### config.mk
export PLATFORM = sky130hd
export DESIGN_NAME = alarm_controller
export DESIGN_NICKNAME = d
export VERILOG_FILES = /design/src/rtl/alarm_controller.sv
export SDC_FILE = /design/constraint.sdc
export NUM_CORES = 1
export LEC_CHECK = 0
export CORE_UTILIZATION = 25
export DETAILED_ROUTE_END_ITERATION = 10
export SLEW_MARGIN = 20
export SYNTH_ARGS = -nofsm -noshare
export SYNTH_HDL_FRONTEND = slang
export SYNTH_SLANG_ARGS = --single-unit
### constraint.sdc
create_clock -name clk -period 6.2 [get_ports clk]
set_clock_uncertainty 0.1 [all_clocks]
set_input_delay 1.55 -clock clk [delete_from_list [all_inputs] [get_ports clk]]
set_output_delay 1.55 -clock clk [all_outputs]
set_load 0.01 [all_outputs]
### src/rtl/alarm_controller.sv
`default_nettype none
// ============================================================================
//  Module   : alarm_controller
//  Purpose  : Three-alarm match/arbitration, ring/snooze/dismiss sequencing
//             and display-mux select for the alarm clock.
//  Revision : 1.0  initial release
// ============================================================================
module alarm_controller #(
    parameter int RING_SECONDS   = 60,
    parameter int SNOOZE_SECONDS = 300,
    parameter int MAX_SNOOZE     = 3
) (
    input  logic        clk,
    input  logic        rst,
    input  logic        tick_1hz,
    input  logic [23:0] horario_relogio,
    input  logic [23:0] horario_alarme_1,
    input  logic [23:0] horario_alarme_2,
    input  logic [23:0] horario_alarme_3,
    input  logic [2:0]  alarme_en,
    input  logic        botao_pause,
    input  logic        botao_snooze,
    input  logic        botao_modo,
    output logic        sel_relogio,
    output logic        sel_alarme1,
    output logic        sel_alarme2,
    output logic        sel_alarme3,
    output logic        buzzer,
    output logic [1:0]  alarme_ativo,
    output logic        snoozing
);

    localparam int c_max_a = (RING_SECONDS > SNOOZE_SECONDS) ? RING_SECONDS : SNOOZE_SECONDS;
    localparam int c_max_p = (c_max_a > MAX_SNOOZE) ? c_max_a : MAX_SNOOZE;
    localparam int c_cw    = (c_max_p > 1) ? $clog2(c_max_p + 1) : 1;

    localparam logic [c_cw-1:0] c_ring_last   = c_cw'(RING_SECONDS - 1);
    localparam logic [c_cw-1:0] c_snooze_last = c_cw'(SNOOZE_SECONDS - 1);
    localparam logic [c_cw-1:0] c_snooze_max  = c_cw'(MAX_SNOOZE);
    localparam logic [c_cw-1:0] c_one         = c_cw'(1);
    localparam logic [3:0]      c_sel_clock   = 4'b0001;

    typedef enum logic [1:0] {
        S_IDLE    = 2'd0,
        S_RINGING = 2'd1,
        S_SNOOZE  = 2'd2
    } state_t;

    state_t            r_state;
    logic [2:0]        r_btn_q;
    logic [2:0]        r_btn_evt;
    logic [2:0]        r_pending;
    logic [1:0]        r_disp;
    logic [3:0]        r_sel;
    logic [1:0]        r_active;
    logic              r_buzzer;
    logic              r_beep;
    logic              r_snoozing;
    logic [c_cw-1:0]   r_ring_cnt;
    logic [c_cw-1:0]   r_wait_cnt;
    logic [c_cw-1:0]   r_snooze_cnt;

    logic [2:0] w_btn;
    logic       w_pause_evt;
    logic       w_snooze_evt;
    logic       w_modo_evt;
    logic [2:0] w_match;
    logic [2:0] w_active_oh;
    logic [2:0] w_match_eff;
    logic [2:0] w_cand;
    logic [2:0] w_take;
    logic [1:0] w_take_id;
    logic       w_kill;
    logic [1:0] w_disp_next;
    logic [3:0] w_sel_disp;
    logic       w_dismiss;

    assign w_btn        = {botao_modo, botao_snooze, botao_pause};
    assign w_pause_evt  = r_btn_evt[0];
    assign w_snooze_evt = r_btn_evt[1];
    assign w_modo_evt   = r_btn_evt[2];

    assign w_match[0] = tick_1hz & alarme_en[0] & (horario_relogio == horario_alarme_1);
    assign w_match[1] = tick_1hz & alarme_en[1] & (horario_relogio == horario_alarme_2);
    assign w_match[2] = tick_1hz & alarme_en[2] & (horario_relogio == horario_alarme_3);

    // A re-hit of the alarm currently in service is dropped, not queued.
    assign w_active_oh = {r_active == 2'd3, r_active == 2'd2, r_active == 2'd1};
    assign w_match_eff = w_match & ~w_active_oh;
    assign w_cand      = (r_pending | w_match_eff) & alarme_en;
    assign w_take      = w_cand & (~w_cand + 3'd1);
    assign w_take_id   = {w_take[2] | w_take[1], w_take[2] | w_take[0]};
    assign w_kill      = |(w_active_oh & ~alarme_en);

    assign w_disp_next = (w_modo_evt && (r_state != S_RINGING)) ? r_disp + 2'd1 : r_disp;
    assign w_sel_disp  = c_sel_clock << w_disp_next;

    assign w_dismiss = ((r_state == S_RINGING) &&
                        (w_kill || w_pause_evt ||
                         (tick_1hz && (r_ring_cnt == c_ring_last)) ||
                         (w_snooze_evt && (r_snooze_cnt >= c_snooze_max)))) ||
                       ((r_state == S_SNOOZE) && (w_kill || w_pause_evt));

    always_ff @(posedge clk or posedge rst) begin
        if (rst) begin
            r_state      <= S_IDLE;
            r_btn_q      <= 3'b000;
            r_btn_evt    <= 3'b000;
            r_pending    <= 3'b000;
            r_disp       <= 2'd0;
            r_sel        <= c_sel_clock;
            r_active     <= 2'd0;
            r_buzzer     <= 1'b0;
            r_beep       <= 1'b0;
            r_snoozing   <= 1'b0;
            r_ring_cnt   <= '0;
            r_wait_cnt   <= '0;
            r_snooze_cnt <= '0;
        end else begin
            r_btn_q   <= w_btn;
            r_btn_evt <= w_btn & ~r_btn_q;
            r_disp    <= w_disp_next;
            r_pending <= w_cand & ~((r_state == S_IDLE) ? w_take : 3'b000);

            if (w_dismiss) begin
                // Next pending alarm is picked up from IDLE one cycle later.
                r_state    <= S_IDLE;
                r_active   <= 2'd0;
                r_buzzer   <= 1'b0;
                r_beep     <= 1'b0;
                r_snoozing <= 1'b0;
                r_sel      <= w_sel_disp;
            end else begin
                case (r_state)
                    S_IDLE: begin
                        if (|w_cand) begin
                            r_state      <= S_RINGING;
                            r_active     <= w_take_id;
                            r_ring_cnt   <= '0;
                            r_wait_cnt   <= '0;
                            r_snooze_cnt <= '0;
                            r_beep       <= 1'b1;
                            r_buzzer     <= 1'b1;
                            r_snoozing   <= 1'b0;
                            r_sel        <= c_sel_clock;
                        end else begin
                            r_sel <= w_sel_disp;
                        end
                    end
                    S_RINGING: begin
                        if (w_snooze_evt) begin
                            r_state      <= S_SNOOZE;
                            r_snooze_cnt <= (r_snooze_cnt == '1) ? r_snooze_cnt : r_snooze_cnt + c_one;
                            r_wait_cnt   <= '0;
                            r_buzzer     <= 1'b0;
                            r_snoozing   <= 1'b1;
                            r_sel        <= w_sel_disp;
                        end else if (tick_1hz) begin
                            r_beep     <= ~r_beep;
                            r_buzzer   <= ~r_beep;
                            r_ring_cnt <= (r_ring_cnt == '1) ? r_ring_cnt : r_ring_cnt + c_one;
                        end
                    end
                    S_SNOOZE: begin
                        if (tick_1hz && (r_wait_cnt == c_snooze_last)) begin
                            r_state    <= S_RINGING;
                            r_ring_cnt <= '0;
                            r_beep     <= 1'b1;
                            r_buzzer   <= 1'b1;
                            r_snoozing <= 1'b0;
                            r_sel      <= c_sel_clock;
                        end else begin
                            r_sel <= w_sel_disp;
                            if (tick_1hz) begin
                                r_wait_cnt <= (r_wait_cnt == '1) ? r_wait_cnt : r_wait_cnt + c_one;
                            end
                        end
                    end
                    default: begin
                        r_state <= S_IDLE;
                    end
                endcase
            end
        end
    end

    assign sel_relogio  = r_sel[0];
    assign sel_alarme1  = r_sel[1];
    assign sel_alarme2  = r_sel[2];
    assign sel_alarme3  = r_sel[3];
    assign buzzer       = r_buzzer;
    assign alarme_ativo = r_active;
    assign snoozing     = r_snoozing;

endmodule
`default_nettype wire
==> results.tsv <==
metric	value	unit
crit_chain	clkdlybuf4s50_1 -> nand4bb_1 -> o31ai_1 -> nand3_1 -> nor4_1 -> o31ai_1 -> buf_4 -> or2_1 -> o41ai_1	
ys.flop_type	dfrtp_1	
drive_above_1_share	4.47	%
post_cts_resized	0	
diodes	0	
r2r-start	r_state[1]$_DFFE_PP0P_	
ios	113	
drc	0	
antenna_left	0	
drv_slew	0	
cts_tree	built	
syn_to_final_growth	43.0	%
p_total	1.34	mW
synth_warnings	0	
grt_pass1_vias	3330	
post_synth.cell_area_avg	9.11	µm²
grt_overflow_total	0	
post_cts_buffers	0	
synthAdderAreaFrac	4.00	%
wl_per_cell	14.9	µm
drtPass1Iterations	5	
critPathCaptureType	flop	
fin_ws	1.98	ns
antenna_found_initial	0	
met3_usage	2.83	%
nets	607	
htreeDepth	2	
min_from	r_btn_q[1]$_DFF_PP0_	
crit_start	tick_1hz	
async_reset_ff_share	100	%
cts.path.max_buffers	2	
core	0.0133	mm²
worstHoldPathType	reg2reg	
critPathKind	in2reg	
grt_start_max_net_pins	50	
ir_worst_vdd	0.141	mV
finalHoldViolations	0	
synth_xor_area_share	18.8	%
die_area	0.0142	mm²
synth-compound-area-share	17.3	%
setup_viol	0	
cpMostUsedCell	o31ai_1	
ys_ff_latch	49	
drt_iter0_drc	172	
routabilityCongestion	0.871	
status	finished clean	
fillCellCount	1368	
top_usage_layer	met2	
wirelength	9.92	mm
final_cell_mix	clkdlybuf4s50_1, xnor2_1, dfrtp_1	
hpwl	7.95	mm
gr-usage-met2	25.4	%
root_buffer	clkbuf_16	
synthesis.nets	494	
grt_use_met1	18.3	%
timing.critical_path.fanout_max	13	
worstPathRequired	6.28	ns
hold_buffers	0	
via_count	3231	
crit_family	compound AO/OA/AOI/OAI gates	
leakagePower	1.93	nW
path_buf_inv	2	
yosysSeqAreaShare	35.7	%
relSlewSlack	43.1	%
final_common_cell	clkdlybuf4s50_1	
finalSetupTns	0	ns
fin_crit_sh	68.0	%
startpoint_type	primary input	
synth_area_leaders	dfrtp_1, xnor2_1, xor2_1, o21ai_0, ha_1	
place_ws	1.70	ns
arrival	4.29	ns
synth_edf_count	0	
synth_top_area_cell	dfrtp_1	
worstMarginPinSlew	0.853	ns
start_util	25.8	%
gr-usage-all-layers	14.5	%
routed_via_density	4.84	
synthMuxAreaShare	1.53	%
grt_first_pass_wirelength	16.5	mm
cts_sinks	49	
maxCapViolations	0	
port_buffers	112	
dieWidth	119	µm
synth_top_area_share	34.9	%
synth_top_family_by_area	simple AND/OR/NAND/NOR gates	
yosys.area_share.simple	19.9	%
die-height	119	µm
synth_cells	378	
fin_crit	4.22	ns
rsz0062_at_grt	no	
insertion_delay	0.30	ns
fmax	0.237	GHz
synth_area	0.00344	mm²
rows	42	
worst_path_max_delay_cell	clkdlybuf4s50_1	
numCtsBuffers	5	
cpPeakStageDelay	0.68	ns
power.density	271	mW/mm²
path_clk_slew	0.07	ns
netlist-cell-type-count	57	
## synthesized netlist by cell type, types with 2 or more instances
master / instances
nor2_1: 23
mux2i_1: 3
nor3_1: 8
xnor2_1: 55
mux2_2: 2
o21a_1: 6
buf_2: 3
a211o_1: 2
o41ai_1: 3
o22a_1: 3
clkbuf_1: 5
and2_1: 2
nor4_1: 9
a41o_1: 2
and3_1: 6
xor2_1: 19
o31ai_1: 8
inv_1: 16
nand4_1: 15
or4_1: 2
nand2b_1: 3
nand2_1: 34
a32oi_1: 2
nor2b_1: 4
nand4bb_1: 2
nand3_1: 16
a31oi_1: 5
dfrtp_1: 48
a21oi_1: 5
o21ai_0: 29
ha_1: 11
a32o_1: 2
## metal layers
| layer | wire length (µm) | share of wire (%) | vias up |
|---|---|---|---|
| li1 | - | - | 1600 |
| met1 | 4300 | 43 | 1549 |
| met2 | 5030 | 51 | 71 |
| met3 | 440 | 4.4 | 11 |
| met4 | 151 | 1.5 | 0 |
| met5 | 0 | 0 | - |
## through the flow
step	hold slack (ns)	cell area (µm²)	util, %	instances
floorplan	0.278	3440	-	378
global placement	0.285	4760	35.7	660
detailed placement	0.288	4760	35.7	660
CTS	0.298	4920	36.9	668
global route	0.307	4920	36.9	668
finish	0.292	4920	36.9	668
## where the power goes
group | leakage [nW] | internal, mW | switching (mW) | total (mW)
clock | 0.0735 | 0.162 | 0.124 | 0.286
combinational | 1.20 | 0.282 | 0.348 | 0.631
sequential | 0.651 | 0.375 | 0.0438 | 0.418
total | 1.93 | 0.819 | 0.516 | 1.34
## registers in the layout, summed over array words and instances, names as in the netlist
name / cells
buzzer: 1
r_snooze_cnt: 9
r_ring_cnt: 9
r_disp: 2
r_btn_evt: 3
r_sel: 4
snoozing: 1
r_wait_cnt: 9
r_pending: 3
r_state: 2
alarme_ativo: 2
r_beep: 1
r_btn_q: 3
## worst paths after layout
path	end	slack, ns	cells past startpoint
worst max-delay path	r_ring_cnt[6]$_DFFE_PP0P_	1.98	9
worst min-delay path	r_btn_evt[1]$_DFF_PP0_	0.29	1
worst max register to register	r_snooze_cnt[0]$_DFFE_PP0P_	2.94	8
worst min register to register	r_btn_evt[1]$_DFF_PP0_	0.29	1
max in group asynchronous	r_snooze_cnt[1]$_DFFE_PP0P_	3.87	2
min in group asynchronous	r_sel[1]$_DFFE_PP0P_	1.63	2
## worst register-to-register path: stages, from the launching register on
cell	delay, ns
dfrtp_1	0.40
inv_1	0.12
ha_1	0.67
inv_1	0.44
a21oi_1	0.48
nor3_2	0.17
o311ai_1	0.15
buf_4	0.26
mux2_2	0.35
## final cells by class
type / count / area, µm² / area share, %
clock buffers: 6 / 139 / 2.82
clock inverters: 2 / 16.3 / 0.331
inverters: 16 / 61.3 / 1.25
multi-input cells: 305 / 2120 / 43.1
flip-flops and latches: 49 / 1230 / 24.9
well taps: 176 / 220 / 4.47
repair buffers: 114 / 1140 / 23.1
## logic make-up (layout without fill, tap and decap cells)
logic type                 count (synthesis)  after routing
muxes                                      5              5
and+or+nand+nor                          132            132
buffers and inverters                     24            138
xor gates and xnor gates                  74             74
DFF                                       49             49
adders and majority gates                 11             11
AOI/OAI and AO/OA                         83             83
(Power assumes the default switching activity.)
